**config.mk**
```make
export PLATFORM = sky130hd
export DESIGN_NAME = tick_gen
export DESIGN_NICKNAME = d
export VERILOG_FILES = /design/src/rtl/tick_gen.sv
export SDC_FILE = /design/constraint.sdc
export NUM_CORES = 1
export LEC_CHECK = 0
export ABC_AREA = 0
export CORE_ASPECT_RATIO = 1.5
export CORE_MARGIN = 1
export CORE_UTILIZATION = 55
export CTS_BUF_LIST = sky130_fd_sc_hd__clkbuf_8
export CTS_CLUSTER_SIZE = 24
export DETAILED_ROUTE_END_ITERATION = 8
export DONT_BUFFER_PORTS = 1
export PLACE_DENSITY = 0.71
export SLEW_MARGIN = 20
export SYNTH_ARGS = -nofsm -noshare
export SYNTH_HDL_FRONTEND = slang
export SYNTH_SLANG_ARGS = --single-unit
export TNS_END_PERCENT = 10
```
**constraint.sdc**
```tcl
create_clock -name clk -period 5.3 [get_ports clk]
set_input_delay 0.795 -clock clk [delete_from_list [all_inputs] [get_ports clk]]
set_output_delay 0.795 -clock clk [all_outputs]
set_load 0.005 [all_outputs]
```
**src/rtl/tick_gen.sv**
```systemverilog
// tick_gen: multi-channel programmable clock-enable generator.
//
// Each channel divides clk by a runtime-programmable divisor D. It emits a
// one-cycle tick every D+1 cycles and a 50 %-duty square wave clkd with
// period 2(D+1). Divisor and control registers share one
// address/din/writeEnable/dout bus.
//
// Ports
//   clk          system clock, rising-edge active
//   rst_n        asynchronous active-low reset
//   address      [0] = 0 DIV / 1 CTRL, [ADDR_W-1:1] = channel number
//   din          write data
//   writeEnable  write strobe
//   dout         registered read data, refreshed every cycle
//   tick         per-channel one-cycle enable pulse
//   clkd         per-channel divided square wave
//
// Register map per channel
//   DIV  (rw)  write loads the shadow divisor; read returns the shadow divisor
//   CTRL (w)   bit0 enable, bit1 restart (self-clearing)
//   CTRL (r)   bit0 enable, bit2 shadow pending
//
// ADDR_W must be at least 2 so that the channel field is non-empty.
module tick_gen #(
    parameter int          CHANNELS    = 4,
    parameter int          WIDTH       = 32,
    parameter int unsigned DEFAULT_DIV = 32'd25_000,
    parameter int          ADDR_W      = 4
) (
    input  logic                clk,
    input  logic                rst_n,
    input  logic [ADDR_W-1:0]   address,
    input  logic [WIDTH-1:0]    din,
    input  logic                writeEnable,
    output logic [WIDTH-1:0]    dout,
    output logic [CHANNELS-1:0] tick,
    output logic [CHANNELS-1:0] clkd
);

    localparam int               CH_W    = ADDR_W - 1;
    localparam logic [WIDTH-1:0] RST_DIV = WIDTH'(DEFAULT_DIV);
    localparam logic [WIDTH-1:0] ONE     = WIDTH'(1'b1);

    // Pack the CTRL read word: enable in bit0, pending in bit2.
    function automatic logic [WIDTH-1:0] ctrl_word(input logic en, input logic pend);
        logic [WIDTH-1:0] w;
        w    = '0;
        w[0] = en;
        w[2] = pend;
        return w;
    endfunction

    logic [CH_W-1:0]                chan_s;
    logic                           ctrl_sel_s;
    logic [CHANNELS-1:0][WIDTH-1:0] rd_word_s;
    logic [WIDTH-1:0]               rd_data_s;
    logic [WIDTH-1:0]               dout_r;

    assign chan_s     = address[ADDR_W-1:1];
    assign ctrl_sel_s = address[0];

    for (genvar c = 0; c < CHANNELS; c++) begin : g_ch
        localparam logic [CH_W-1:0] IDX = CH_W'(c);

        logic [WIDTH-1:0] ctr_r, div_act_r, div_shd_r;
        logic             en_r, pend_r, tick_r, clkd_r;
        logic [WIDTH-1:0] ctr_nx_s, div_act_nx_s, div_shd_nx_s;
        logic             en_nx_s, pend_nx_s, tick_nx_s, clkd_nx_s;
        logic             hit_s, div_wr_s, ctrl_wr_s, run_s, wrap_s;

        // Decode writes to this channel. A CTRL write changes the enable
        // that applies on the same edge, so a disable freezes the counter at
        // its current value.
        always_comb begin
            hit_s     = writeEnable && (chan_s == IDX);
            div_wr_s  = hit_s && !ctrl_sel_s;
            ctrl_wr_s = hit_s && ctrl_sel_s;
            if (ctrl_wr_s) begin
                run_s = din[0];
            end else begin
                run_s = en_r;
            end
            wrap_s = run_s && (ctr_r >= div_act_r);
        end

        // Next-state: restart beats wrap; a wrap picks up a same-cycle DIV
        // write directly so that the write never leaves a stale pending flag.
        always_comb begin
            ctr_nx_s     = ctr_r;
            div_act_nx_s = div_act_r;
            div_shd_nx_s = div_shd_r;
            en_nx_s      = en_r;
            pend_nx_s    = pend_r;
            tick_nx_s    = 1'b0;
            clkd_nx_s    = clkd_r;

            if (ctrl_wr_s) begin
                en_nx_s = din[0];
            end else begin
                en_nx_s = en_r;
            end

            if (div_wr_s) begin
                div_shd_nx_s = din;
            end else begin
                div_shd_nx_s = div_shd_r;
            end

            if (ctrl_wr_s && din[1]) begin
                ctr_nx_s     = '0;
                clkd_nx_s    = 1'b0;
                div_act_nx_s = div_shd_r;
                pend_nx_s    = 1'b0;
            end else if (wrap_s) begin
                ctr_nx_s  = '0;
                tick_nx_s = 1'b1;
                clkd_nx_s = ~clkd_r;
                pend_nx_s = 1'b0;
                if (div_wr_s) begin
                    div_act_nx_s = din;
                end else begin
                    div_act_nx_s = div_shd_r;
                end
            end else begin
                if (run_s) begin
                    ctr_nx_s = ctr_r + ONE;
                end else begin
                    ctr_nx_s = ctr_r;
                end
                if (div_wr_s) begin
                    pend_nx_s = 1'b1;
                end else begin
                    pend_nx_s = pend_r;
                end
            end
        end

        // Channel state registers.
        always_ff @(posedge clk or negedge rst_n) begin
            if (!rst_n) begin
                ctr_r     <= '0;
                div_act_r <= RST_DIV;
                div_shd_r <= RST_DIV;
                en_r      <= 1'b1;
                pend_r    <= 1'b0;
                tick_r    <= 1'b0;
                clkd_r    <= 1'b0;
            end else begin
                ctr_r     <= ctr_nx_s;
                div_act_r <= div_act_nx_s;
                div_shd_r <= div_shd_nx_s;
                en_r      <= en_nx_s;
                pend_r    <= pend_nx_s;
                tick_r    <= tick_nx_s;
                clkd_r    <= clkd_nx_s;
            end
        end

        assign tick[c]      = tick_r;
        assign clkd[c]      = clkd_r;
        assign rd_word_s[c] = ctrl_sel_s ? ctrl_word(en_r, pend_r) : div_shd_r;
    end

    // Read mux; a channel number with no channel behind it reads as zero.
    always_comb begin
        rd_data_s = '0;
        for (int c = 0; c < CHANNELS; c++) begin
            if (chan_s == CH_W'(c)) begin
                rd_data_s = rd_word_s[c];
            end else begin
                rd_data_s = rd_data_s;
            end
        end
    end

    // Read data register, refreshed every cycle.
    always_ff @(posedge clk or negedge rst_n) begin
        if (!rst_n) begin
            dout_r <= '0;
        end else begin
            dout_r <= rd_data_s;
        end
    end

    assign dout = dout_r;

endmodule
```
======== After elaboration in Yosys (flattened, before gate mapping) ========
Index checks and enable logic that the tools add are counted.
storage, ports and cells
  flip-flop bits (word level) ............. 432
  input port bits ......................... 39
  output and inout bits ................... 40
operators by class
  add/sub/neg operators ................... 4
  order comparisons ....................... 4
  eq/ne operators ......................... 3
  multiplexer cells ....................... 64
  bitwise operators ....................... 4
  reductions and logical operators ........ 34
operators by type and width
  kind                                                                    number
  32-bit two-way mux                                                      32
  32-bit by 1-bit adder with 32-bit output (second input constant)        4
  32-bit >= comparator                                                    4
  1-bit two-way mux                                                       32
  3-bit nonzero test                                                      8
  1-bit logical AND                                                       20
  2-bit nonzero test                                                      4
  3-bit by 2-bit equality test with 1-bit output (second input constant)  2
  1-bit inverter                                                          4
  3-bit by 1-bit equality test with 1-bit output (second input constant)  1
  3-bit zero test                                                         1
  1-bit zero test                                                         1

======== Longest topological paths before layout ========
  word-level depth ........................ 7
  gate-level depth with buffers ........... 11

======== Worst setup path after synthesis ========
No wires, ideal clock.
  path type ............................... input -> register
  start point ............................. in address[0]
  end point ............................... reg g_ch[2].div_act_r[1]
  arrival ................................. 2.536 ns
  data required time ...................... 5.175 ns
  path slack .............................. 2.639 ns
  stages on the path ...................... 9
  path buffers ............................ 2
  cells stage by stage .................... buf_4 and4bb_2 nand3_1 and2_2 inv_2 a22o_1 or3_1 buf_2 mux2_4
between the ends
  cells in the longest elaborated chain, start to end .. 5
  elaborated cells on any way between the ends .. 10
  classes of those cells .................. mux (4); reduce/logical (6)
ends and longest elaborated chain
  element               line  source
  start, declared       32    input logic [ADDR_W-1:0] address,
  1-bit zero test       76    div_wr_s = hit_s && !ctrl_sel_s;
  1-bit logical AND     76
  32-bit two-way mux    119   if (div_wr_s) begin
  32-bit two-way mux    114   end else if (wrap_s) begin
  32-bit two-way mux    109   if (ctrl_wr_s && din[1]) begin
  end signal, assigned  150   div_act_r <= div_act_nx_s;
  end, declared         65    logic [WIDTH-1:0] ctr_r, div_act_r, div_shd_r;
Parallel ways exist; a longest one is shown, timed or not. The select of a mux whose other input is x is not followed.
A chain may end at the register's enable or synchronous reset.

======== Worst setup path in the final report ========
  start point ............................. reg g_ch[0].div_act_r[14]
  end point ............................... reg g_ch[0].clkd_r
between the ends
  cells in the longest elaborated chain, start to end .. 3
ends and longest elaborated chain
  element                       line  source
  start, declared               65
  start signal, assigned        150
  32-bit >= comparator          83    wrap_s = run_s && (ctr_r >= div_act_r);
  1-bit logical AND             83
  2-bit nonzero test (no line)  n/a
  end signal, assigned          155   clkd_r <= clkd_nx_s;
  end, declared                 66    logic en_r, pend_r, tick_r, clkd_r;
Every way passes these cells.

==> results.cfg <==
[sta]
timing.final.crit_share_pct = 62.3
fmax_mhz = 303
timing.hold.ws_ps = -80.0
worst_pin_slew_ps = 2170
setup_violations = 0
final-hold-violation-count = 24
rsz0062_at_grt = false
finalCriticalPeriod_ps = 3300
relSlewSlack_pct = -44.6
slew_viol_final = 322
tns_ps = 0
skew_ps = 31.6

[worst_setup_path]
cpPeakStageDelay_ps = 560
rrSetupSlack_ps = 2000
ff2ff_path_depth = 9
path_max_fanout = 24
start_kind = flop
cpMaxStageDelayCell = a211oi_4
criticalPathCategory = reg -> reg
critPathRequiredTime_ps = 5740
reg2reg_to = g_ch[0].clkd_r
r2r-start = g_ch[0].div_act_r[14]
worstPathArrival_ps = 3740
cp-end-kind = flop
crit_chain = inv_1 > ha_1 > nand4_1 > nor4_1 > a311oi_1 > a211oi_4 > buf_4 > o21ai_0 > nor3b_1
cp_top_family = compound AO/OA/AOI/OAI gates
crit_buf_inv = 2

[yosys]
mappedNetlistArea_um2 = 23600
synth_warnings = 0
yosysSeqAreaShare_pct = 46.1
syn_area_per_cell_um2 = 9.69
ys_seq_elements = 432
synth_top_family_by_area = simple AND/OR/NAND/NOR gates
syn-num-nets = 2606
synth_enable_flop_cells = 0
async_flop_share_pct = 100
synth_xor_area_share_pct = 4.12
synthMuxAreaShare_pct = 7.92
synth_fa_ha_area_share_pct = 7.00
synthDistinctLibCells = 77
synth_ff_type = dfrtp_1
synthCells = 2435
synth_compound_area_share_pct = 12.4
yosys.area_share.simple_pct = 17.1

[placed_design]
hpwlAfterDp_mm = 48.8
gp_congestion = 0.980
io_buffer_count = 0

[cts]
clockBufferDepth = 3
root_buffer = clkbuf_8
clkSinkCount = 432
h-tree-depth = 3
cts_setup_buffers = 0
clk-insertion-delay-late_ps = 630
clk_pin_slew_ps = 60
cts_resized = 0
cts_tree = yes
cts_buffers = 69

[layout]
syn_to_final_growth_pct = 7.46
fill_cells = 3608
drive_gt1_share_pct = 15.3
mostFrequentLayoutCells = dfrtp_1 (380), nand2_1 (224), inv_1 (181), nor2_1 (170), mux2_2 (161)
final_common_cell = dfrtp_1
fin_nets = 2559

[drt]
via_per_inst = 6.30
num_vias = 18900
avgRoutedWirePerCell_um = 23.0
drc = 0
postRouteAntennaNets = 0
dr.pass1.iters = 5
drtIter0Drc = 1464
wl_mm = 69.1

[status]
status = finished, violations left
violations = hold timing, slew limit

[global_routing]
antenna_found_initial = 5
grt_pass1_vias = 19200
grt_first_pass_wirelength_mm = 108
gr-usage-all-layers_pct = 32.3
grt_max_degree = 433
gr-total-overflow = 0

[floorplan]
fp.dieArea_um2 = 43700
die_y_um = 256
start_util_pct = 56.0
num_rows = 92
core_area_um2 = 42100
fp.dieW_um = 171
ios = 79

[power_and_ir_drop]
swShare_pct = 33.4
powerDensity_nw_per_um2 = 412
power_frac_seq_pct = 47.0
ir_worst_vdd_mv = 0.283
leakage_nw = 11.1
pwr-share-clk_pct = 28.3
p_sw_w = 0.00349
p_total_w = 0.0104
intPower_w = 0.00695
comb_power_share_pct = 24.7

[flow_run]
cap_violations = 0

[min_path]
min_path_type = in -> async
==> how the worst max path moves through the flow <==
stage	from	to	slack, ps	depth (start not counted)
after CTS	g_ch[1].ctr_r[25]	g_ch[1].div_act_r[1]	1980	8
final	g_ch[0].div_act_r[14]	g_ch[0].clkd_r	2000	9
after detailed placement	address[1]	g_ch[0].ctr_r[18]	1700	6
after global routing	g_ch[1].ctr_r[25]	g_ch[1].ctr_r[15]	1790	8
after global placement	address[1]	g_ch[0].ctr_r[25]	1860	6
after floorplan	address[0]	g_ch[2].div_act_r[1]	2640	9
==> state kept, by name, indices dropped and copies added (netlist names) <==
signal	cells
g_ch.div_act_r	128
g_ch.tick_r	4
g_ch.ctr_r	128
g_ch.en_r	4
g_ch.pend_r	4
g_ch.div_shd_r	128
dout	32
g_ch.clkd_r	4
==> power by group through the flow <==
stage               combinational [W]  sequential, W  clock [W]
CTS                           0.00257        0.00489    0.00299
floorplan                     0.00204        0.00462          0
global placement              0.00243        0.00492          0
global route                  0.00291        0.00499    0.00313
finish                        0.00258        0.00491    0.00295
detailed placement            0.00256        0.00493          0
==> worst register-to-register path, cell delays in order (launching register included) <==
cell and delay (ps):
dfstp_2 530, inv_1 40, ha_1 310, nand4_1 180, nor4_1 550, a311oi_1 250
a211oi_4 560, buf_4 410, o21ai_0 130, nor3b_1 160
==> Yosys cell counts, drive strengths merged (6+ instances only) <==
cell type	count	area [um^2]
o22ai	33	206
nand4	73	457
a211oi	6	50.1
xnor2	76	666
inv	157	589
dfstp	52	1370
nor3b	7	52.6
a21oi	155	776
o31ai	96	721
ha	132	1650
xor2	35	307
nor2	173	649
a221oi	9	78.8
o21ai	67	343
and2	7	45.1
nand2	225	847
mux2	162	1830
and4	23	201
nor3	163	826
nand2b	7	43.8
nand3	92	460
clkbuf	74	278
a21boi	6	48.8
o211ai	37	278
and3	22	138
nor4	15	100
dfrtp	380	9510
buf	74	393
==> routing by layer <==
metal / global-route usage, % / up-vias / routed length, um
li1: - / 8591 / -
met3: 6.56 / 232 / 5140
met4: 21.0 / 6 / 4750
met5: 0 / - / 34
met1: 38.9 / 9358 / 25700
met2: 52.4 / 760 / 33500
==> area by class of cell <==
class	count	area (um^2)	share of cell area (%)
tap	564	706	2.78
inverter	158	593	2.34
clock inverter	40	258	1.02
timing repair buffer	30	225	0.888
multi-input combinational	1697	11500	45.5
clock buffer	83	1140	4.51
sequential	432	10900	42.9
antenna	3	7.51	0.0296
==> cells by family after synthesis <==
| logic type | Yosys count |
|---|---|
| simple gates | 833 |
| compound gates | 455 |
| flops | 432 |
| buf+inv | 306 |
| mux | 166 |
| fa+ha+maj | 132 |
| xor+xnor | 111 |
==> per-stage QoR <==
step,area (um^2),utilization (%),hold WS [ps],cells,worst slack (ps)
4_1_cts,25300,60.1,-106,3004,1980
2_1_floorplan,23600,-,455,2435,2640
6_report,25300,60.2,-80.0,3007,2000
3_5_place_dp,23900,56.8,478,2881,1700
5_1_grt,25300,60.2,-127,3005,1790
3_3_place_gp,23900,56.8,460,2881,1860
Power figures use the tool's default switching activity.
